**config.mk**
```make
export PLATFORM = sky130hd
export DESIGN_NAME = timer_scheduler_flat
export DESIGN_NICKNAME = d
export VERILOG_FILES = /design/src/rtl/timer_scheduler_if.sv /design/src/rtl/timer_scheduler.sv /design/src/flat_wrapper.sv
export SDC_FILE = /design/constraint.sdc
export NUM_CORES = 1
export LEC_CHECK = 0
export ABC_AREA = 1
export CAP_MARGIN = 0
export CORE_AREA = 2 2 119 121
export CTS_CLUSTER_DIAMETER = 100
export DETAILED_ROUTE_END_ITERATION = 8
export DIE_AREA = 0 0 121 123
export HOLD_SLACK_MARGIN = 0.05
export PLACE_DENSITY = 0.67
export SLEW_MARGIN = 20
export SYNTH_ARGS = -nofsm -noshare
export SYNTH_HDL_FRONTEND = slang
export SYNTH_SLANG_ARGS = --single-unit
export TNS_END_PERCENT = 50
```
**constraint.sdc**
```tcl
create_clock -name clk -period 2.01 [get_ports clk]
set_input_delay 0.201 -clock clk [delete_from_list [all_inputs] [get_ports clk]]
set_output_delay 0.201 -clock clk [all_outputs]
set_load 0.01 [all_outputs]
```
**src/rtl/timer_scheduler_if.sv**
```systemverilog
// Timer register port: strobes, address and write data driven by the scheduler;
// combinational read data, ready and registered write error returned by the timer.
interface timer_scheduler_if #(
    parameter int DATA_WIDTH = 32,
    parameter int ADDR_WIDTH = 32
) ();
    logic                  t_rd_en;
    logic                  t_wr_en;
    logic [ADDR_WIDTH-1:0] t_addr;
    logic [DATA_WIDTH-1:0] t_wr_data;
    logic [DATA_WIDTH-1:0] t_rd_data;
    logic                  t_ready;
    logic                  t_error;

    modport master (
        output t_rd_en, t_wr_en, t_addr, t_wr_data,
        input  t_rd_data, t_ready, t_error
    );

    modport slave (
        input  t_rd_en, t_wr_en, t_addr, t_wr_data,
        output t_rd_data, t_ready, t_error
    );
endinterface

```
**src/rtl/timer_scheduler.sv**
```systemverilog
// Timer scheduler: programs a memory-mapped timer (stop, enable, load), polls
// its status for expiry, reloads for repeated expiries and disarms at the end.
// Every output is a register loaded from the next state, so nothing on the
// timer port or status outputs depends combinationally on an input.
module timer_scheduler #(
    parameter int                    DATA_WIDTH = 32,
    parameter int                    ADDR_WIDTH = 32,
    parameter logic [ADDR_WIDTH-1:0] TIMER_BASE = 'h4000_0000,
    parameter int                    SETTLE     = 3
) (
    input  logic                  clk,
    input  logic                  rst,
    input  logic                  start,
    input  logic                  abort,
    input  logic [DATA_WIDTH-1:0] period,
    input  logic [15:0]           reps,
    output logic                  busy,
    output logic                  tick,
    output logic                  done,
    output logic                  err,
    output logic [15:0]           rep_cnt,
    timer_scheduler_if.master     tmr
);

    localparam logic [ADDR_WIDTH-1:0] A_CTRL   = TIMER_BASE;
    localparam logic [ADDR_WIDTH-1:0] A_LOAD   = TIMER_BASE + ADDR_WIDTH'(4);
    localparam logic [ADDR_WIDTH-1:0] A_STATUS = TIMER_BASE + ADDR_WIDTH'(20);
    localparam int                    SCW      = (SETTLE > 1) ? $clog2(SETTLE) : 1;

    typedef enum logic [2:0] {
        S_IDLE, S_STOP, S_ENABLE, S_LOAD, S_SETTLE, S_POLL, S_DISARM, S_FINISH
    } state_t;

    state_t                state, nxt;
    logic [DATA_WIDTH-1:0] period_q;
    logic [15:0]           reps_q;
    logic [SCW-1:0]        settle_cnt;
    logic                  wr_pend;     // previous cycle carried a STOP/ENABLE/LOAD write
    logic                  accept;
    logic                  active;
    logic                  expire;
    logic                  wr_fault;
    logic                  tick_set;

    // Only bit 0 of the status word carries meaning.
    logic unused_rd_bits;
    assign unused_rd_bits = ^tmr.t_rd_data[DATA_WIDTH-1:1];

    // Next-state decode; abort and write faults override the normal flow.
    always_comb begin
        nxt      = state;
        accept   = 1'b0;
        active   = state inside {S_STOP, S_ENABLE, S_LOAD, S_SETTLE, S_POLL};
        expire   = (state == S_POLL) && tmr.t_ready && tmr.t_rd_data[0];
        wr_fault = wr_pend && tmr.t_error;
        case (state)
            S_IDLE: begin
                if (start && !abort) begin
                    nxt    = S_STOP;
                    accept = 1'b1;
                end
            end
            S_STOP:   nxt = S_ENABLE;
            S_ENABLE: nxt = S_LOAD;
            S_LOAD:   nxt = (SETTLE == 0) ? S_POLL : S_SETTLE;
            S_SETTLE: if (settle_cnt == '0) nxt = S_POLL;
            S_POLL: begin
                if (expire)
                    nxt = (reps_q != 16'd0 && rep_cnt + 16'd1 == reps_q) ? S_DISARM : S_LOAD;
            end
            S_DISARM: nxt = S_FINISH;
            S_FINISH: nxt = S_IDLE;
            default:  nxt = S_IDLE;
        endcase
        if (active && (abort || wr_fault))
            nxt = S_DISARM;
        tick_set = expire && !abort && !wr_fault;
    end

    // State, latched command, counters and registered outputs.
    always_ff @(posedge clk) begin
        if (rst) begin
            state         <= S_IDLE;
            period_q      <= '0;
            reps_q        <= '0;
            settle_cnt    <= '0;
            wr_pend       <= 1'b0;
            busy          <= 1'b0;
            tick          <= 1'b0;
            done          <= 1'b0;
            err           <= 1'b0;
            rep_cnt       <= '0;
            tmr.t_rd_en   <= 1'b0;
            tmr.t_wr_en   <= 1'b0;
            tmr.t_addr    <= '0;
            tmr.t_wr_data <= '0;
        end else begin
            state   <= nxt;
            wr_pend <= state inside {S_STOP, S_ENABLE, S_LOAD};
            busy    <= (nxt != S_IDLE);
            tick    <= tick_set;
            done    <= (nxt == S_FINISH);

            if (accept) begin
                // Loads of 0 or 1 would expire immediately; run them as 2.
                period_q <= (period < DATA_WIDTH'(2)) ? DATA_WIDTH'(2) : period;
                reps_q   <= reps;
                rep_cnt  <= '0;
                err      <= 1'b0;
            end else begin
                if (tick_set && rep_cnt != 16'hFFFF)
                    rep_cnt <= rep_cnt + 16'd1;
                if (wr_fault)
                    err <= 1'b1;
            end

            if (nxt == S_SETTLE && state != S_SETTLE)
                settle_cnt <= SCW'(SETTLE - 1);
            else if (state == S_SETTLE && settle_cnt != '0)
                settle_cnt <= settle_cnt - 1'b1;

            tmr.t_wr_en   <= nxt inside {S_STOP, S_ENABLE, S_LOAD, S_DISARM};
            tmr.t_rd_en   <= (nxt == S_POLL);
            tmr.t_wr_data <= (nxt == S_ENABLE) ? DATA_WIDTH'(1) :
                             (nxt == S_LOAD)   ? period_q       : '0;
            case (nxt)
                S_STOP, S_ENABLE, S_SETTLE, S_DISARM: tmr.t_addr <= A_CTRL;
                S_LOAD:                               tmr.t_addr <= A_LOAD;
                S_POLL:                               tmr.t_addr <= A_STATUS;
                default:                              tmr.t_addr <= '0;
            endcase
        end
    end

endmodule

```
**src/flat_wrapper.sv**
```systemverilog
// flat-port wrapper written by rule: the top's interface ports become plain ports
module timer_scheduler_flat 
#(
    parameter int                    DATA_WIDTH = 32,
    parameter int                    ADDR_WIDTH = 32,
    parameter logic [ADDR_WIDTH-1:0] TIMER_BASE = 'h4000_0000,
    parameter int                    SETTLE     = 3
)
  (clk, rst, start, abort, period, reps, busy, tick, done, err, rep_cnt, tmr_t_rd_en, tmr_t_wr_en, tmr_t_addr, tmr_t_wr_data, tmr_t_rd_data, tmr_t_ready, tmr_t_error);
  timer_scheduler_if #(.DATA_WIDTH(DATA_WIDTH), .ADDR_WIDTH(ADDR_WIDTH)) tmr_i ();
  input  logic clk;
  input  logic rst;
  input  logic start;
  input  logic abort;
  input  logic [DATA_WIDTH-1:0] period;
  input  logic [15:0] reps;
  output logic busy;
  output logic tick;
  output logic done;
  output logic err;
  output logic [15:0] rep_cnt;
  output wire logic [$bits(tmr_i.t_rd_en)-1:0] tmr_t_rd_en;
  output wire logic [$bits(tmr_i.t_wr_en)-1:0] tmr_t_wr_en;
  output wire logic [$bits(tmr_i.t_addr)-1:0] tmr_t_addr;
  output wire logic [$bits(tmr_i.t_wr_data)-1:0] tmr_t_wr_data;
  input wire logic [$bits(tmr_i.t_rd_data)-1:0] tmr_t_rd_data;
  input wire logic [$bits(tmr_i.t_ready)-1:0] tmr_t_ready;
  input wire logic [$bits(tmr_i.t_error)-1:0] tmr_t_error;
  assign tmr_t_rd_en = tmr_i.t_rd_en;
  assign tmr_t_wr_en = tmr_i.t_wr_en;
  assign tmr_t_addr = tmr_i.t_addr;
  assign tmr_t_wr_data = tmr_i.t_wr_data;
  assign tmr_i.t_rd_data = tmr_t_rd_data;
  assign tmr_i.t_ready = tmr_t_ready;
  assign tmr_i.t_error = tmr_t_error;
  timer_scheduler #(.DATA_WIDTH(DATA_WIDTH), .ADDR_WIDTH(ADDR_WIDTH), .TIMER_BASE(TIMER_BASE), .SETTLE(SETTLE)) u_core (.clk(clk), .rst(rst), .start(start), .abort(abort), .period(period), .reps(reps), .busy(busy), .tick(tick), .done(done), .err(err), .rep_cnt(rep_cnt), .tmr(tmr_i));
endmodule
```
==> impl_results.md, run 1 <==
* Avg Inst Size Synth at 7.54 µm²
* Post-route insts no fill at 964
* Initial antenna violation count at 0
* Drt wl/cell at 12.1 µm
* Row Count at 43
* Fmax at 436 MHz
* Setup WS pre-CTS at -0.290 ns
* Synth area leaders: dfxtp_1, inv_1, nand2_1
* PD cells at 946 nW/µm²
* Sw Ratio at 0.321
* Yosys Warn Count at 0
* Clock period minus worst slack at 2.29 ns
* Post-synth ARST share at 0
* DR iter-0 viols at 348
* Detailed placement HPWL at 8760 µm
* Crit share post-route at 1.14
* Endpoint class of the critical path: flop
* Design area at 6690 µm²
* TritonCTS clock tree: built
* Comb pwr share at 0.296
* Seq/Total Area, Yosys at 0.470
* Fin nets at 867
* H-tree depth at 3
* Failing checks: negative setup slack
* Net Sw Power at 2.03 mW
* Crit path launch type: flop
* Largest net degree at the start of global routing at 43
* Reg clk slew, reported paths at 0.08 ns
* Seq pwr share at 0.405
* Port-buffer cells at 111
* Clock power frac at 0.299
* Wire length of the first global-routing pass at 18,400 µm
* Max_cap viols at 0
* Core area at 13,600 µm²
* Placer Congestion at 0.945
* Die Wd at 121 µm
* CTS buffer count at 9
* Max Used Layer: met4
* Largest area contributor in the netlist: dfxtp_1
* Final setup fails at 40
* Ys flop type: dfxtp_1
* Fillcell total at 1,316
* Int Pwr at 4.30 mW
* Die span in y at 123 µm
* Drt pass-1 iters at 4
* Peak VDD IR at 0.455 mV
* Post-route met1 wirelength at 5360 µm
* Deepest clock path buffer count at 2
* Share of cells above drive strength 1 at 0.140
* Placed inst area at 6270 µm²
* Hold_buf cts at 0
* DRC at 0
* Fin. max-slew vios at 0
* Status: finished with violations
* Post-Synthesis Cells at 622
* Clk Latency, worst-skew pair at 0.36 ns
* Hold path cells at 3
* N_diodes at 0
* #FFs+latches synth at 110
* Via density at 4.46
* Die Area at 14,900 µm²
* Cell Area, Synth at 4690 µm²
* Critical path class: reg -> reg
* Worst Path Arrival at 2.54 ns
* Vias at 4,296
* Leak at 2.72 nW
* Dpl cells at 945
* Total wire length at 11,600 µm
* CP required at 2.26 ns
* RSZ-0062 raised after global routing: true
* Root Buffer: clkbuf_16
* Yosys cell types at 33
* R2R depth at 17
* Hold slack at 0.402 ns
* Power Total at 6.33 mW
* Clock Skews at 0.00740 ns
* Total GRT Usage at 0.158
* Synth-to-layout area growth at 42.6%
* Starting density of the core at 0.345
* # IOs at 172
* Post-synth EDFFs at 0
* Final hold vios at 0
* Number of global-route vias before repair at 3,957
* Post-route ant nets at 0
* Worst setup margin at -0.282 ns
* Metal2 WL at 5310 µm
* Synth top cells by count: dfxtp_1, inv_1, nand2_1
* CP Max Fanout at 18
* Share of the synthesized area in the top cell type at 0.470
* Met3 Wirelength at 731 µm
* Total grt overflow at 0
* Hold Crit Class: in -> reg
* Sink Count at 110
## critical path, stage by stage, from the launching register on
cell and delay [ns]:
dfxtp_4 0.38, ha_4 0.17, nand2_4 0.06, nor2_4 0.19, nand2_1 0.10, nand3_1 0.09, nand2_1 0.08, a21oi_2 0.13
nand3_1 0.10, nor2_1 0.11, nand2_1 0.10, nand2_2 0.09, nand2_1 0.05, nand2_1 0.08, nand3_2 0.11, nand2_4 0.13
buf_12 0.15, nor2_1 0.05
## final cells by class
type | count | area, µm² | share of cell area
Sequential cell | 110 | 2210 | 0.331
Multi-Input combinational cell | 382 | 1930 | 0.289
Timing Repair Buffer | 165 | 1570 | 0.235
Inverter | 111 | 420 | 0.0629
Clock buffer | 9 | 225 | 0.0337
Tap cell | 180 | 225 | 0.0337
Clock inverter | 7 | 101 | 0.0152
## cell families after synthesis
kind of cell    synth area share
buf+inv                    0.157
simple gates               0.251
compound gates             0.102
xor+xnor                  0.0123
fa+ha+maj                0.00534
mux                      0.00213
flops                      0.470
other cells             0.000800
## final timing paths
kind | startpoint | slack [ns] | endpoint
worst min register to register | u_core.period_q[1] | 0.43 | u_core.tmr.t_wr_data[1]
worst min-delay path | reps[1] | 0.40 | u_core.reps_q[1]
worst max register to register | u_core.rep_cnt[1] | -0.28 | u_core.tmr.t_wr_data[13]
worst max-delay path | u_core.rep_cnt[1] | -0.28 | u_core.tmr.t_wr_data[13]
## what timing repair did
action / CTS / global route
gates resized for setup: 8 / 11
endpoints found under the setup margin: 41 / 55
pin swaps: 1 / 0
setup buffers: 2 / 1
## layer usage
metal,track usage,up-vias
met1,0.201,1911
li1,-,2232
met4,0.0625,0
met5,0,-
met2,0.260,135
met3,0.0392,18
## metrics by stage
step	TNS [ns]	util
global route	-18.08	0.491
finish	-9.53	0.491
CTS	-8.38	0.488
floorplan	0	-
global placement	-7.98	0.461
detailed placement	-9.73	0.461
## placed cells by master (no fill, tap or decap), types with 3 or more instances in the layout
cell type and count:
a211oi_1 4, a21oi_1 16, buf_12 4, buf_4 49
clkbuf_16 9, clkdlybuf4s50_1 111, conb_1 29, dfxtp_1 107
dfxtp_4 3, inv_1 108, nand2_1 95, nand2_2 5
nand2_4 3, nand3_1 34, nand3_2 3, nand4_1 19
nor2_1 66, nor2_2 14, nor2_4 4, nor3_1 6
nor4_1 3, o21ai_0 42, o22ai_1 22, xor2_1 3
## flip-flops by register name (all words and copies together) (netlist names)
name	flops
u_core.state	3
u_core.settle_cnt	2
u_core.rep_cnt	16
u_core.tmr.t_wr_data	32
u_core.busy	1
u_core.period_q	32
u_core.done	1
u_core.err	1
u_core.wr_pend	1
u_core.tmr.t_addr	3
u_core.tmr.t_wr_en	1
u_core.tick	1
u_core.reps_q	16
## power groups by stage
stage / Combinational [mW] / Sequential (mW) / Clock (mW)
global placement: 1.76 / 2.61 / 0
floorplan: 1.07 / 2.63 / 0
global route: 2.07 / 2.59 / 2.03
CTS: 1.82 / 2.56 / 1.95
detailed placement: 1.77 / 2.61 / 0
finish: 1.87 / 2.56 / 1.89
(Power assumes the default switching activity.)
==> run 2: changes to the inputs <==
--- a/config.mk
+++ b/config.mk
@@ -5,7 +5,7 @@
 export SDC_FILE = /design/constraint.sdc
 export NUM_CORES = 1
 export LEC_CHECK = 0
-export ABC_AREA = 1
+export ABC_AREA = 0
 export CAP_MARGIN = 0
 export CORE_AREA = 2 2 119 121
 export CTS_CLUSTER_DIAMETER = 100
@@ -13,7 +13,7 @@
 export DIE_AREA = 0 0 121 123
 export HOLD_SLACK_MARGIN = 0.05
 export PLACE_DENSITY = 0.67
-export SLEW_MARGIN = 20
+export SLEW_MARGIN = 15
 export SYNTH_ARGS = -nofsm -noshare
 export SYNTH_HDL_FRONTEND = slang
 export SYNTH_SLANG_ARGS = --single-unit
==> run 2 against run 1 <==
Effect of this change:
- the run still ends with negative setup slack left
- count of clock-buffer cells in the layout did not move
- cell area rose by 4.5%
- synthesized cell count shrank 25%
- first-iteration DRC count is 17% lower
- wire length up 4.5%
- fmax decreased by 4.9%
- global-route usage is 0.75 points higher
- core utilization increased by 2.2 points
- worst hold slack improved by 0.055 ns
- power grew 4.6%
- highest routed layer unchanged
==> impl_results.md, run 2 <==
* Clk Latency, worst-skew pair at 0.35 ns (about the same)
* Total grt overflow at 0 (unchanged)
* Clock Skews at 0.00823 ns (+0.000829 ns)
* Synth area leaders: dfxtp_1, a22o_1, and2_4
* Post-route insts no fill at 838 (-13%)
* Total wire length at 12,200 µm (+4.5%)
* RSZ-0062 raised after global routing: true
* Ordered list of cells on the worst path: buf_12 -> nand4_4 -> or3_4 -> and3_1 -> a211oi_2 -> nand4_1 -> o2111ai_2 -> o31ai_4 -> buf_6 -> and2_4
* Worst flop-to-flop path startpoint: u_core.rep_cnt[4]
* Synth top cells by count: dfxtp_1, nor2_1, buf_4
* Die span in y at 123 µm (unchanged)
* Synth-to-layout area growth at 48.6%
* Drt wl/cell at 14.5 µm (+20%)
* Seq/Total Area, Yosys at 0.468 (-0.00137)
* Row Count at 43 (unchanged)
* Hold_buf cts at 0 (unchanged)
* TritonCTS clock tree: built
* Final hold vios at 0 (unchanged)
* Port-buffer cells at 111 (unchanged)
* Leak at 2.80 nW (+2.9%)
* Cell Area, Synth at 4700 µm² (+0.29%)
* Final setup fails at 37 (-7.5%)
* Yosys Warn Count at 0 (unchanged)
* Fmax at 415 MHz (-4.9%)
* Endpoint class of the critical path: flop
* Post-route ant nets at 0 (unchanged)
* Regs by FF count: u_core.period_q (32), u_core.tmr.t_wr_data (32)
* Drt pass-1 iters at 4 (unchanged)
* Crit path launch type: flop
* Sink Count at 110 (unchanged)
* N_diodes at 0 (unchanged)
* Critical path class: reg -> reg
* DRC at 0 (unchanged)
* R2R depth at 10 (-7)
* CTS buffer count at 9 (unchanged)
* Via density at 4.73 (+6.1%)
* Hold Startpoint: period[0]
* Reg clk slew, reported paths at 0.08 ns (about the same)
* Worst reg2reg setup slack at -0.40 ns (-0.12 ns)
* Fillcell total at 1,200 (-8.8%)
* Worst hold endpoint: u_core.period_q[0]
* Share of cells above drive strength 1 at 0.287 (+0.147)
* Largest net degree at the start of global routing at 33 (-23%)
* Status: finished with violations
* H-tree depth at 3 (unchanged)
* Largest area contributor in the netlist: dfxtp_1
* Slew HR at 0.580
* Crit path largest cell delay at 0.39 ns (about the same)
* Peak VDD IR at 0.429 mV (-5.6%)
* Placer Congestion at 0.914 (-3.2%)
* Hold Crit Class: in -> reg
* Most frequent cell after synthesis: dfxtp_1
* Share of the synthesized area in the top cell type at 0.468 (-0.00137)
* Post-synth EDFFs at 0 (unchanged)
* CP Max Fanout at 10 (-8)
* Most frequent cells in the layout: clkdlybuf4s50_1, dfxtp_1, buf_4, nor2_1, and2_4
* Worst Tran Pin Value at 0.621 ns
* Deepest clock path buffer count at 2 (unchanged)
* Wire length of the first global-routing pass at 19,600 µm (+6.4%)
* Yosys cell types at 55 (+67%)
* RR Endpoint: u_core.tmr.t_wr_data[23]
* CP max-delay cell: dfxtp_4
* Failing checks: negative setup slack
* Fin nets at 741 (-15%)
* Die Wd at 121 µm (unchanged)
* Core area at 13,600 µm² (unchanged)
* #FFs+latches synth at 110 (unchanged)
* Die Area at 14,900 µm² (unchanged)
* Avg Inst Size Synth at 10.0 µm² (+33%)
* Sequential cell area at 2230 µm² (+0.62%)
* # IOs at 172 (unchanged)
* Ys flop type: dfxtp_1
* Starting density of the core at 0.346 (+0.00101)
* Hold path cells at 2 (-1)
* Setup WS pre-CTS at -0.487 ns (-0.197 ns)
* Number of global-route vias before repair at 4,030 (+1.8%)
* CP required at 2.27 ns (about the same)
* Root Buffer: clkbuf_16
* Crit share post-route at 1.20 (+0.0593)
* Worst Path Arrival at 2.67 ns (+0.13 ns)
* Dpl cells at 818 (-13%)
* TNS Setup at -13.54 ns (-4.01 ns)
* Worst setup margin at -0.401 ns (-0.119 ns)
* DR iter-0 viols at 289 (-17%)
* Multi-input gate area at 2370 µm² (+23%)
* Max_cap viols at 0 (unchanged)
* Vias at 3,964 (-7.7%)
* Post-Synthesis Cells at 469 (-25%)
* Clock period minus worst slack at 2.41 ns (+0.119 ns)
* Detailed placement HPWL at 9160 µm (+4.6%)
* PD cells at 948 nW/µm² (+0.17%)
* Power Total at 6.62 mW (+4.6%)
* Total GRT Usage at 0.166 (+0.00751)
* Fin. max-slew vios at 0 (unchanged)
* Post-synth ARST share at 0 (unchanged)
* Initial antenna violation count at 0 (unchanged)
* Most common cell after layout, fill and taps aside: clkdlybuf4s50_1
[run 2: cell types whose count changed in the layout (fill, tap and decap cells not counted), moves of 9 or more]
cell     change
xnor2_1     +18
o22ai_1     -22
a22o_1      +30
inv_1      -102
dfxtp_1      -9
mux2i_1     +17
buf_4       +32
o21ai_0     -34
and2_4      +30
nand3_1     -27
nor2_1      -20
nand2_1     -82
xor2_1      +11
nand4_1     -12
[run 2: timing repair]
action / in CTS / in global routing
endpoints found under the setup margin: 43 / 49
buffers inserted: 2 / 2
gates resized for setup: 20 / 21
pin swaps: 11 / 3
[run 2: where the power goes]
part	leakage [nW]	switching [mW]	internal [mW]
sequential	0.899	0.160	2.46
clock	0.148	0.885	0.893
combinational	1.75	1.06	1.17
total	2.80	2.10	4.52
[run 2: final cells by class]
class | count | share of cell area
clock inverters | 7 | 0.0118
repair buffers | 200 | 0.263
multi-input cells | 326 | 0.339
flip-flops and latches | 110 | 0.319
clock buffers | 9 | 0.0322
inverters | 6 | 0.00322
well taps | 180 | 0.0322
[run 2: critical path, delay by kind of cell, from the launching register on]
family	cells	cell delay, ns
AND/OR/NAND/NOR	5	1.05
AO/OA/AOI/OAI	3	0.58
flip-flops	1	0.39
buffers and inverters	2	0.29
[run 2: worst max path at each step]
| stage | end | from | slack, ns | cells after the start |
|---|---|---|---|---|
| 2_1_floorplan | u_core.tmr.t_wr_data[10] | u_core.rep_cnt[0] | -0.20 | 10 |
| 3_3_place_gp | u_core.tmr.t_wr_data[28] | u_core.rep_cnt[1] | -0.46 | 10 |
| 3_5_place_dp | u_core.tmr.t_wr_data[30] | u_core.rep_cnt[4] | -0.49 | 9 |
| 4_1_cts | u_core.tmr.t_wr_data[30] | u_core.rep_cnt[1] | -0.42 | 10 |
| 5_1_grt | u_core.tmr.t_wr_data[30] | u_core.rep_cnt[4] | -0.57 | 10 |
| 6_report | u_core.tmr.t_wr_data[23] | u_core.rep_cnt[4] | -0.40 | 10 |
[run 2: cells by family after synthesis]
kind of cell,after synthesis,synth area share
AO/OA/AOI/OAI,69,0.112
flip-flops,110,0.468
adder cells (fa/ha/maj),2,0.00532
XOR/XNOR,36,0.0670
AND/OR/NAND/NOR,171,0.222
buffers and inverters,61,0.0841
multiplexers,19,0.0407
other,1,0.000797
[run 2: metrics by stage]
step / utilization / hold slack [ns] / instance area [µm²]
after floorplan: - / 0.280 / 4860
after global placement: 0.477 / 0.453 / 6500
after detailed placement: 0.477 / 0.461 / 6500
after CTS: 0.505 / 0.439 / 6880
after global routing: 0.513 / 0.447 / 6990
final: 0.513 / 0.457 / 6990
[run 2: metal layers]
metal  vias up  global-route usage  routed length [µm]
met5         -                   0                   0
met4         0              0.0501                 186
met3        14              0.0438                 815
met2       143               0.289                5870
met1      1879               0.201                5310
li1       1928                   -                   -
==> run 3: changes to the inputs <==
--- a/config.mk
+++ b/config.mk
@@ -12,7 +12,6 @@
 export DETAILED_ROUTE_END_ITERATION = 8
 export DIE_AREA = 0 0 121 123
 export HOLD_SLACK_MARGIN = 0.05
-export PLACE_DENSITY = 0.67
 export SLEW_MARGIN = 15
 export SYNTH_ARGS = -nofsm -noshare
 export SYNTH_HDL_FRONTEND = slang
==> constraint.sdc (replaced) <==
create_clock -name clk -period 2.63 [get_ports clk]
set_input_delay 0.263 -clock clk [delete_from_list [all_inputs] [get_ports clk]]
set_output_delay 0.263 -clock clk [all_outputs]
set_load 0.01 [all_outputs]
==> run 3 against run 2 <==
Effect of this change:
- the flow now finishes without violations
- non-clock buffer count shrank 47
- power decreased by 27%
- global-route usage fell by 1.5 points
- highest routed layer unchanged
- die area unchanged
- critical path type unchanged
- wire length is 6.9% lower
- cell count down 5.6%
- largest power group unchanged
- combinational power is 32% lower
- core utilization down 3.3 points
- worst hold slack gained 0.014 ns
==> impl_results.md, run 3 (synthesized netlist as in run 2, its figures left out) <==
* Status: complete, no violations
* Worst reg2reg setup slack at 0.11 ns (+0.51 ns)
* Reg clk slew, reported paths at 0.08 ns (about the same)
* DRC at 0 (unchanged)
* N_diodes at 0 (unchanged)
* Drt pass-1 iters at 4 (unchanged)
* Final setup fails at 0 (-100%)
* Share of cells above drive strength 1 at 0.203 (-0.0843)
* Port-buffer cells at 111 (unchanged)
* Most frequent cells in the layout: clkdlybuf4s50_1, dfxtp_1, nor2_1, buf_4, and2_4
* Row Count at 43 (unchanged)
* TritonCTS clock tree: built
* Final hold vios at 0 (unchanged)
* Detailed placement HPWL at 8380 µm (-8.6%)
* Fmax at 397 MHz (-4.2%)
* Die span in y at 123 µm (unchanged)
* Worst hold endpoint: u_core.tmr.t_wr_data[30]
* RR Endpoint: u_core.tmr.t_wr_data[19]
* Hold Startpoint: u_core.period_q[30]
* Largest net degree at the start of global routing at 31 (-6.1%)
* Total GRT Usage at 0.151 (-0.0151)
* Hold_buf cts at 0 (unchanged)
* Dpl cells at 774 (-5.4%)
* Sink Count at 110 (unchanged)
* Drt wl/cell at 14.3 µm (-1.3%)
* H-tree depth at 3 (unchanged)
* Placed inst area at 6110 µm² (-6.0%)
* CTS buffer count at 9 (unchanged)
* Buffer and inverter count on the worst path at 2 (unchanged)
* Synth-to-layout area growth at 39.1%
* Deepest clock path buffer count at 2 (unchanged)
* Fin. max-slew vios at 0 (unchanged)
* Initial antenna violation count at 0 (unchanged)
* Core area at 13,600 µm² (unchanged)
* Wire length of the first global-routing pass at 17,500 µm (-11%)
* Vias at 3,676 (-7.3%)
* Placer Congestion at 0.874 (-4.3%)
* Largest delay share family, worst path: compound AO/OA/AOI/OAI gates
* Endpoint class of the critical path: flop
* Hold Crit Class: reg -> reg
* Via density at 4.65 (-1.8%)
* Total grt overflow at 0 (unchanged)
* R2R depth at 11 (+1)
* Hold path cells at 1 (-1)
* Max_cap viols at 0 (unchanged)
* Peak VDD IR at 0.332 mV (-23%)
* Leak at 2.51 nW (-10%)
* Worst Path Arrival at 2.77 ns (+0.10 ns)
* CP Depth at 11 (+1)
* Critical path class: reg -> reg
* Worst flop-to-flop path startpoint: u_core.rep_cnt[1]
* CP max-delay cell: a2111o_1
* DR iter-0 viols at 234 (-19%)
* CP Max Fanout at 6 (-4)
* Slew HR at 0.557 (-0.0234)
* Most common cell after layout, fill and taps aside: clkdlybuf4s50_1
* PD cells at 744 nW/µm² (-22%)
* CP most frequent cell: and2_4
* Crit share post-route at 0.957 (-0.242)
* Root Buffer: clkbuf_16
* Crit path largest cell delay at 0.37 ns (-0.02 ns)
* Fin nets at 694 (-6.3%)
* Design area at 6540 µm² (-6.4%)
* Ordered list of cells on the worst path: ha_4 -> and2_4 -> o21ai_2 -> a2111o_1 -> nor4_2 -> buf_4 -> nand4_1 -> o2111ai_2 -> o31ai_4 -> clkbuf_16 -> and2_4
* # IOs at 172 (unchanged)
* Worst Tran Pin Value at 0.664 ns (+0.0422 ns)
* Clock period minus worst slack at 2.52 ns (+0.107 ns)
* Number of global-route vias before repair at 3,531 (-12%)
* Die Area at 14,900 µm² (unchanged)
* Total wire length at 11,300 µm (-6.9%)
* CP required at 2.88 ns (+0.61 ns)
* Clk Latency, worst-skew pair at 0.35 ns (about the same)
* Regs by FF count: u_core.period_q (32), u_core.tmr.t_wr_data (32)
* Post-route insts no fill at 791 (-5.6%)
* Die Wd at 121 µm (unchanged)
* Clock Skews at 0.00702 ns (-0.00121 ns)
* Post-route ant nets at 0 (unchanged)
* Crit path launch type: flop
* Starting density of the core at 0.346 (unchanged)
-- run 3: layout make-up --
class                   count  area (µm²)
flip-flops and latches    110        2220
repair buffers            153        1480
multi-input cells         326        2310
clock buffers              10         239
inverters                   6        22.5
well taps                 180         225
clock inverters             6        53.8
fillers                  1269        7070
-- run 3: layer usage --
layer | track usage | part of all wire | wire length (µm) | vias up
li1 | - | - | - | 1842
met5 | 0 | 0 | 0 | -
met2 | 0.245 | 0.46 | 5270 | 114
met3 | 0.0332 | 0.058 | 663 | 12
met4 | 0.0589 | 0.015 | 165 | 0
met1 | 0.195 | 0.46 | 5240 | 1708
-- run 3: worst max-delay path by stage --
| stage | startpoint | to | slack (ns) |
|---|---|---|---|
| final | u_core.rep_cnt[1] | u_core.tmr.t_wr_data[19] | 0.11 |
| after global routing | u_core.rep_cnt[1] | u_core.tmr.t_wr_data[11] | -0.01 |
| after CTS | u_core.rep_cnt[0] | u_core.tmr.t_wr_data[29] | 0.002 |
| after detailed placement | u_core.rep_cnt[0] | u_core.tmr.t_wr_data[29] | 0.03 |
| after global placement | u_core.rep_cnt[0] | u_core.tmr.t_wr_data[5] | 0.04 |
| after floorplan | u_core.rep_cnt[0] | u_core.tmr.t_wr_data[10] | 0.15 |
-- run 3: power by group --
part | switching, mW | total (mW) | internal (mW) | leakage, nW
sequential | 0.145 | 2.01 | 1.87 | 0.896
clock | 0.656 | 1.34 | 0.687 | 0.140
combinational | 0.736 | 1.51 | 0.772 | 1.47
-- run 3: metrics by stage --
| stage | TNS [ns] | total power, mW | utilization | worst slack, ns | hold slack, ns |
|---|---|---|---|---|---|
| floorplan | 0 | 2.96 | - | 0.155 | 0.342 |
| global placement | 0 | 3.45 | 0.449 | 0.0366 | 0.456 |
| detailed placement | 0 | 3.48 | 0.449 | 0.0300 | 0.463 |
| CTS | 0 | 4.84 | 0.470 | 0.00220 | 0.476 |
| global route | -0.146 | 5.15 | 0.481 | -0.0143 | 0.486 |
| finish | 0 | 4.87 | 0.481 | 0.112 | 0.471 |
-- run 3: repair_timing --
item                                   CTS  global route
endpoints found under the hold margin    0             0
resized for setup                        0            29
setup endpoints to repair                0            34
buffers inserted                         0             0
